--- config.mk ---
export PLATFORM = sky130hd
export DESIGN_NAME = systolic_sequencer
export DESIGN_NICKNAME = d
export VERILOG_FILES = /design/src/rtl/systolic_sequencer.sv
export SDC_FILE = /design/constraint.sdc
export NUM_CORES = 1
export LEC_CHECK = 0
export ABC_AREA = 1
export CAP_MARGIN = 10
export CELL_PAD_IN_SITES_DETAIL_PLACEMENT = 1
export CELL_PAD_IN_SITES_GLOBAL_PLACEMENT = 2
export CORE_MARGIN = 2
export CORE_UTILIZATION = 30
export CTS_BUF_LIST = sky130_fd_sc_hd__clkbuf_4
export DETAILED_ROUTE_END_ITERATION = 8
export PLACE_DENSITY_LB_ADDON = 0.12
export SYNTH_ARGS = -nofsm -noshare
export SYNTH_HDL_FRONTEND = slang
export SYNTH_SLANG_ARGS = --single-unit
--- constraint.sdc ---
create_clock -name clk -period 1.5 [get_ports clk]
set_input_delay 0.15 -clock clk [delete_from_list [all_inputs] [get_ports clk]]
set_output_delay 0.15 -clock clk [all_outputs]
set_load 0.03 [all_outputs]
--- src/rtl/systolic_sequencer.sv ---
// Control sequencer for one NxN systolic matrix-multiply pass:
// operand load, skewed feed of 2N-1 steps, drain, then a one-cycle done pulse.
module systolic_sequencer #(
  parameter int unsigned N     = 4,
  parameter int unsigned DRAIN = 4
) (
  input  logic       clk,
  input  logic       rst_n,
  input  logic       start,
  input  logic       abort,
  output logic       load,
  output logic [5:0] count,
  output logic       acc_clr,
  output logic       pe_en,
  output logic       zero_feed,
  output logic       busy,
  output logic       done
);

  localparam int unsigned CNT_W    = 6;
  localparam int unsigned FEED_LEN = 2 * N - 1;
  localparam int unsigned DRN_W    = (DRAIN > 1) ? $clog2(DRAIN) : 1;

  typedef enum logic [2:0] {
    S_IDLE,
    S_LOAD,
    S_FEED,
    S_DRAIN,
    S_FIN
  } state_t;

  state_t             r_state;
  logic [CNT_W-1:0]   r_count;
  logic [DRN_W-1:0]   r_drain;
  logic               r_load;
  logic               r_acc_clr;
  logic               r_pe_en;
  logic               r_zero_feed;
  logic               r_done;

  logic               w_feeding;
  logic               w_draining;

  assign w_feeding  = (r_state == S_FEED);
  assign w_draining = (r_state == S_DRAIN);

  // Pass sequencing; abort from any busy state returns to IDLE at that edge.
  always_ff @(posedge clk or negedge rst_n) begin
    if (!rst_n) begin
      r_state     <= S_IDLE;
      r_count     <= '0;
      r_drain     <= '0;
      r_load      <= 1'b0;
      r_acc_clr   <= 1'b0;
      r_pe_en     <= 1'b0;
      r_zero_feed <= 1'b0;
      r_done      <= 1'b0;
    end else begin
      r_load      <= 1'b0;
      r_acc_clr   <= 1'b0;
      r_done      <= 1'b0;
      // PE enable and edge-zeroing trail the feeder by one cycle of latency
      r_pe_en     <= (w_feeding || w_draining) && !abort;
      r_zero_feed <= w_draining && !abort;

      case (r_state)
        S_IDLE: begin
          if (start && !abort) begin
            r_state   <= S_LOAD;
            r_load    <= 1'b1;
            r_acc_clr <= 1'b1;
          end
        end
        S_LOAD: begin
          if (abort) begin
            r_state <= S_IDLE;
          end else begin
            r_state <= S_FEED;
            r_count <= CNT_W'(1);
          end
        end
        S_FEED: begin
          if (abort) begin
            r_state <= S_IDLE;
            r_count <= '0;
          end else if (r_count == CNT_W'(FEED_LEN)) begin
            r_state <= S_DRAIN;
            r_count <= '0;
            r_drain <= '0;
          end else begin
            r_count <= r_count + CNT_W'(1);
          end
        end
        S_DRAIN: begin
          if (abort) begin
            r_state <= S_IDLE;
          end else if (r_drain == DRN_W'(DRAIN - 1)) begin
            r_state <= S_FIN;
          end else begin
            r_drain <= r_drain + DRN_W'(1);
          end
        end
        S_FIN: begin
          r_state <= S_IDLE;
          r_done  <= !abort;
        end
        default: begin
          r_state <= S_IDLE;
          r_count <= '0;
        end
      endcase
    end
  end

  assign load      = r_load;
  assign acc_clr   = r_acc_clr;
  assign count     = r_count;
  assign pe_en     = r_pe_en;
  assign zero_feed = r_zero_feed;
  assign done      = r_done;
  assign busy      = (r_state != S_IDLE);

endmodule

Word level (Yosys, flattened, before mapping)
Cells that the tools add are included.

word-level totals
  register bits = 15
  bits of input ports = 4
  output and inout bits = 12
  logic and storage cells = 55

cells by class
  $add $sub $neg = 2
  eq/ne operators = 14
  multiplexer cells = 19
  bitwise operators = 1
  reduce and logical (&&, ||, !) cells = 12

operators with widths
  operator               count
  $mux W6                3
  $pmux W6 S3            1
  $mux W3                5
  $pmux W3 S4            1
  $mux W2                5
  $ne A2 B2 Y1 const B   5
  $add A6 B1 Y6 const B  1
  $eq A3 B2 Y1 const B   2
  $eq A6 B3 Y1 const B   1
  $ne A3 B2 Y1 const B   2
  $reduce_and A5 Y1      1
  $pmux W2 S2            1
  $eq A3 B1 Y1 const B   1
  $eq A3 B3 Y1 const B   1
  $logic_and A1 B1 Y1    3
  $logic_not A3 Y1       1
  $mux W1                3
  $reduce_and A3 Y1      1
  $reduce_bool A3 Y1     1
  $reduce_or A3 Y1       1
  $add A2 B1 Y2 const B  1
  $eq A2 B2 Y1 const B   1
  $ne A2 B1 Y1 const B   1
  $reduce_and A2 Y1      1
  other kinds (4)        4

Logic depth before layout (Yosys ltp)
  depth in word-level cells = 4
  mapped depth = 8
  depth with buffers taken out = 8

Worst setup path after synthesis
OpenSTA, ideal clock, no wires.

  kind = register -> register
  start = reg r_count[0], in the netlist count[0]
  end = reg r_state[1]
  setup time = 117 ps
  arrival = 1303 ps
  required time = 1383 ps
  setup slack = 80 ps
  stages on the path, launching flop included = 9
  buffers on the path = 0
  clock period less this slack = 1420 ps
  cells stage by stage = dfrtp_1 -> ha_1 -> nand2_1 -> clkinv_1 -> nand3_2 -> nand2_2 -> nand3_2 -> nand2_1 -> nand2_1

between the ends
  cells in the longest elaborated chain, start to end = 3

RTL lines
  what                                RTL line  source
  from (decl)                         33        logic [CNT_W-1:0] r_count;
  from (signal assigned)              91        r_count <= r_count + CNT_W'(1);
  $eq A6 B3 Y1                        86        end else if (r_count == CNT_W'(FEED_LEN)) begin
  $ne A3 B2 Y1 (no source line)       --
  $reduce_and A3 Y1 (no source line)  --
  to (signal assigned)                84        r_state <= S_IDLE;
  to (signal assigned)                87        r_state <= S_DRAIN;
  to (signal assigned)                96        r_state <= S_IDLE;
  to (decl)                           32        state_t r_state;

Every way passes these cells.
A chain may end at the register's enable or synchronous reset.

Worst setup path in the final report
  start = reg r_done, in the netlist done
  end = out done

RTL lines
  what                    RTL line  source
  from (decl)             39        logic r_done;
  from (signal assigned)  105       r_done <= !abort;
  to (decl)               17        output logic done

No word-level cell between the ends.

==> run summary <==
DRC viols: 0
Final Instance Area: 1120 sq um
Largest area contributor in the netlist: dfrtp_1
Slew @ Worst Pin: 0.315 ns
Setup_tns: 0 ns
Most instantiated cells after synthesis: nand2_1 (34), dfrtp_1 (15), nand3_1 (12)
Crit path max-delay family: buffers and inverters
Most common cell in the netlist: nand2_1
Routed len/inst: 13.1 microns
Rel. slew slack: 79.0%
Filler instances: 351
CP max FO: 1
VDD IR-drop max: 1.05 mV
Top post-synthesis cells by area: dfrtp_1 (43%), nand2_1 (15%), nand3_1 (6.8%)
DRT Pass-1 Iters: 4
Total wire length: 2.23 mm
Max Fclk: 695 MHz
CP arrival: 1.29 ns
RePlAce Congestion: 0.766
I/O pins: 16
Clk sink count: 15
Top FF cell, synth: dfrtp_1
Initial core utilization: 31.9%
H-tree levels: 1
RR Endpoint: r_state[1]
CP Class: flip-flop to output pin
Vias in the first global route: 850
Final hold vios: 0
Final setup fails: 0
Hpwl dp: 1.74 mm
MaxCap Viol Count: 0
Post-route minimum period: 1.44 ns
Maximum root-to-sink buffer count: 2
Initial antenna violation count: 0
Worst path slowest cell: clkdlybuf4s50_1
Cell area after synthesis: 878 sq um
Max-slew violations: 0
Static Leak: 0.638 nW
Largest net degree at the start of global routing: 16
Async set-reset flop share out of synthesis: 100%
Hold/Removal Path Class: input port to asynchronous set/reset pin
Share of cells above drive strength 1: 23.0%
Outcome: finished clean
EDFF count, synth: 0
CP Cell Sequence: clkdlybuf4s50_1
GR Overflow Total: 0
CP max stage delay: 0.66 ns
Antenna cells: 0
Worst Skew: 0.00511 ns
GR Util All Layers: 15.9%
Iter 0 DRT Violations: 11
Required @ worst endpoint: 1.35 ns
Die area: 3380 sq um
Via/cell ratio: 4.83
ANT nets after route: 0
Area Overhead vs Synth: 27.5%
Reg-to-Reg Start: count[1]
TritonCTS buffer count: 3
Sequential area share after synthesis: 42.7%
Synthesized flop and latch total: 15
PortBufs: 15
Number of core rows: 19
Final period util: 96.0%
RSZ-0062 raised after global routing: false
Placed Area: 1080 sq um
R2R Setup Slk: 0.20 ns
Nets: 146
Core area: 2760 sq um
Pwr Density: 1500 nW/um^2
Syn Inst Count: 116
Syn Area/Cell: 7.57 sq um
Setup crit end kind: output pin
Synthesized Nets: 122
Buf/Inv on CP: 1
R2r worst-path depth: 8
Clock transition at the registers of the reported paths: 0.11 ns
DR vias: 821
Die width: 58.1 microns
Netlist cell types: 19
Root buffer cell: clkbuf_4
CP startpoint kind: flip-flop
Yosys warns: 0
Post-synth top area share: 42.7%
First-pass GRT wire length: 3.93 mm
Die height: 58.1 microns
CTS tree: done
Worst-Skew Late Latency: 0.29 ns
repair_timing:
action	4_1_cts	5_1_grt
setup buffers	0	1
resized for setup	7	3
hold endpoints to repair	0	0
hold buffers	0	0
setup endpoints to repair	7	4
cells by family (layout without fill, tap and decap cells):
| family | Yosys count | in the layout | share of synthesized area (%) |
|---|---|---|---|
| DFF | 15 | 15 | 42.7 |
| and+or+nand+nor | 78 | 78 | 43.9 |
| buffers and inverters | 19 | 42 | 9.40 |
| adders and majority gates | 2 | 2 | 2.85 |
| AOI/OAI and AO/OA | 2 | 2 | 1.14 |
sequential cells by signal, indices dropped and copies added, names as in the netlist:
| signal | cells |
|---|---|
| acc_clr | 1 |
| zero_feed | 1 |
| pe_en | 1 |
| count | 6 |
| r_state | 3 |
| r_drain | 2 |
| done | 1 |
report_power, final:
group          switching, mW  internal [mW]  leakage, nW
clock network          0.155         0.0992       0.0177
registers             0.0693          0.481        0.204
logic                  0.584          0.290        0.416
total                  0.808          0.870        0.638
layout by cell type (no fill, tap or decap), types with 2 or more instances in the layout:
| cell type | count |
|---|---|
| dlymetal6s2s_1 | 3 |
| ha_1 | 2 |
| inv_2 | 6 |
| buf_4 | 7 |
| nor2_1 | 11 |
| nand2_1 | 34 |
| dfrtp_1 | 14 |
| clkbuf_4 | 3 |
| nand3_2 | 3 |
| inv_1 | 10 |
| nor2_2 | 3 |
| dlygate4sd2_1 | 6 |
| clkdlybuf4s50_1 | 5 |
| nand4_1 | 6 |
| nand3_1 | 12 |
| nand2_2 | 6 |
layer usage:
metal / up-vias / global-route usage (%) / wire, microns
li1: 412 / - / -
met1: 392 / 22.2 / 1150
met2: 13 / 24.0 / 963
met3: 4 / 2.01 / 78
met4: 0 / 7.97 / 37
met5: - / 0 / 0
layout make-up:
class                           instances  area (sq um)  area share (%)
Clock buffer                            3          22.5            2.01
Clock inverter                          1          5.00           0.447
Inverter                               17          63.8            5.70
Multi-Input combinational cell         82           420            37.5
Sequential cell                        15           377            33.6
Tap cell                               31          38.8            3.46
Timing Repair Buffer                   21           193            17.2
worst max-delay path by stage:
stage / from / endpoint / slack [ns] / cells past startpoint
after floorplan: count[0] / r_state[1] / 0.08 / 8
after global placement: abort / count[3] / -0.02 / 7
after detailed placement: abort / count[3] / 0.001 / 7
after CTS: r_state[0] / busy / 0.02 / 3
after global routing: zero_feed / zero_feed / 0.01 / 1
final: done / done / 0.06 / 1
stage by stage:
step	util, %	setup slack, ns	hold slack [ns]	std cells	power, mW
2_1_floorplan	-	0.0800	-0.146	116	1.19
3_3_place_gp	39.3	-0.0151	0.473	165	1.43
3_5_place_dp	39.3	0.00108	0.463	165	1.44
4_1_cts	40.1	0.0206	0.163	169	1.69
5_1_grt	40.6	0.0123	0.174	170	1.84
6_report	40.6	0.0603	0.160	170	1.68
(Power assumes the default switching activity.)
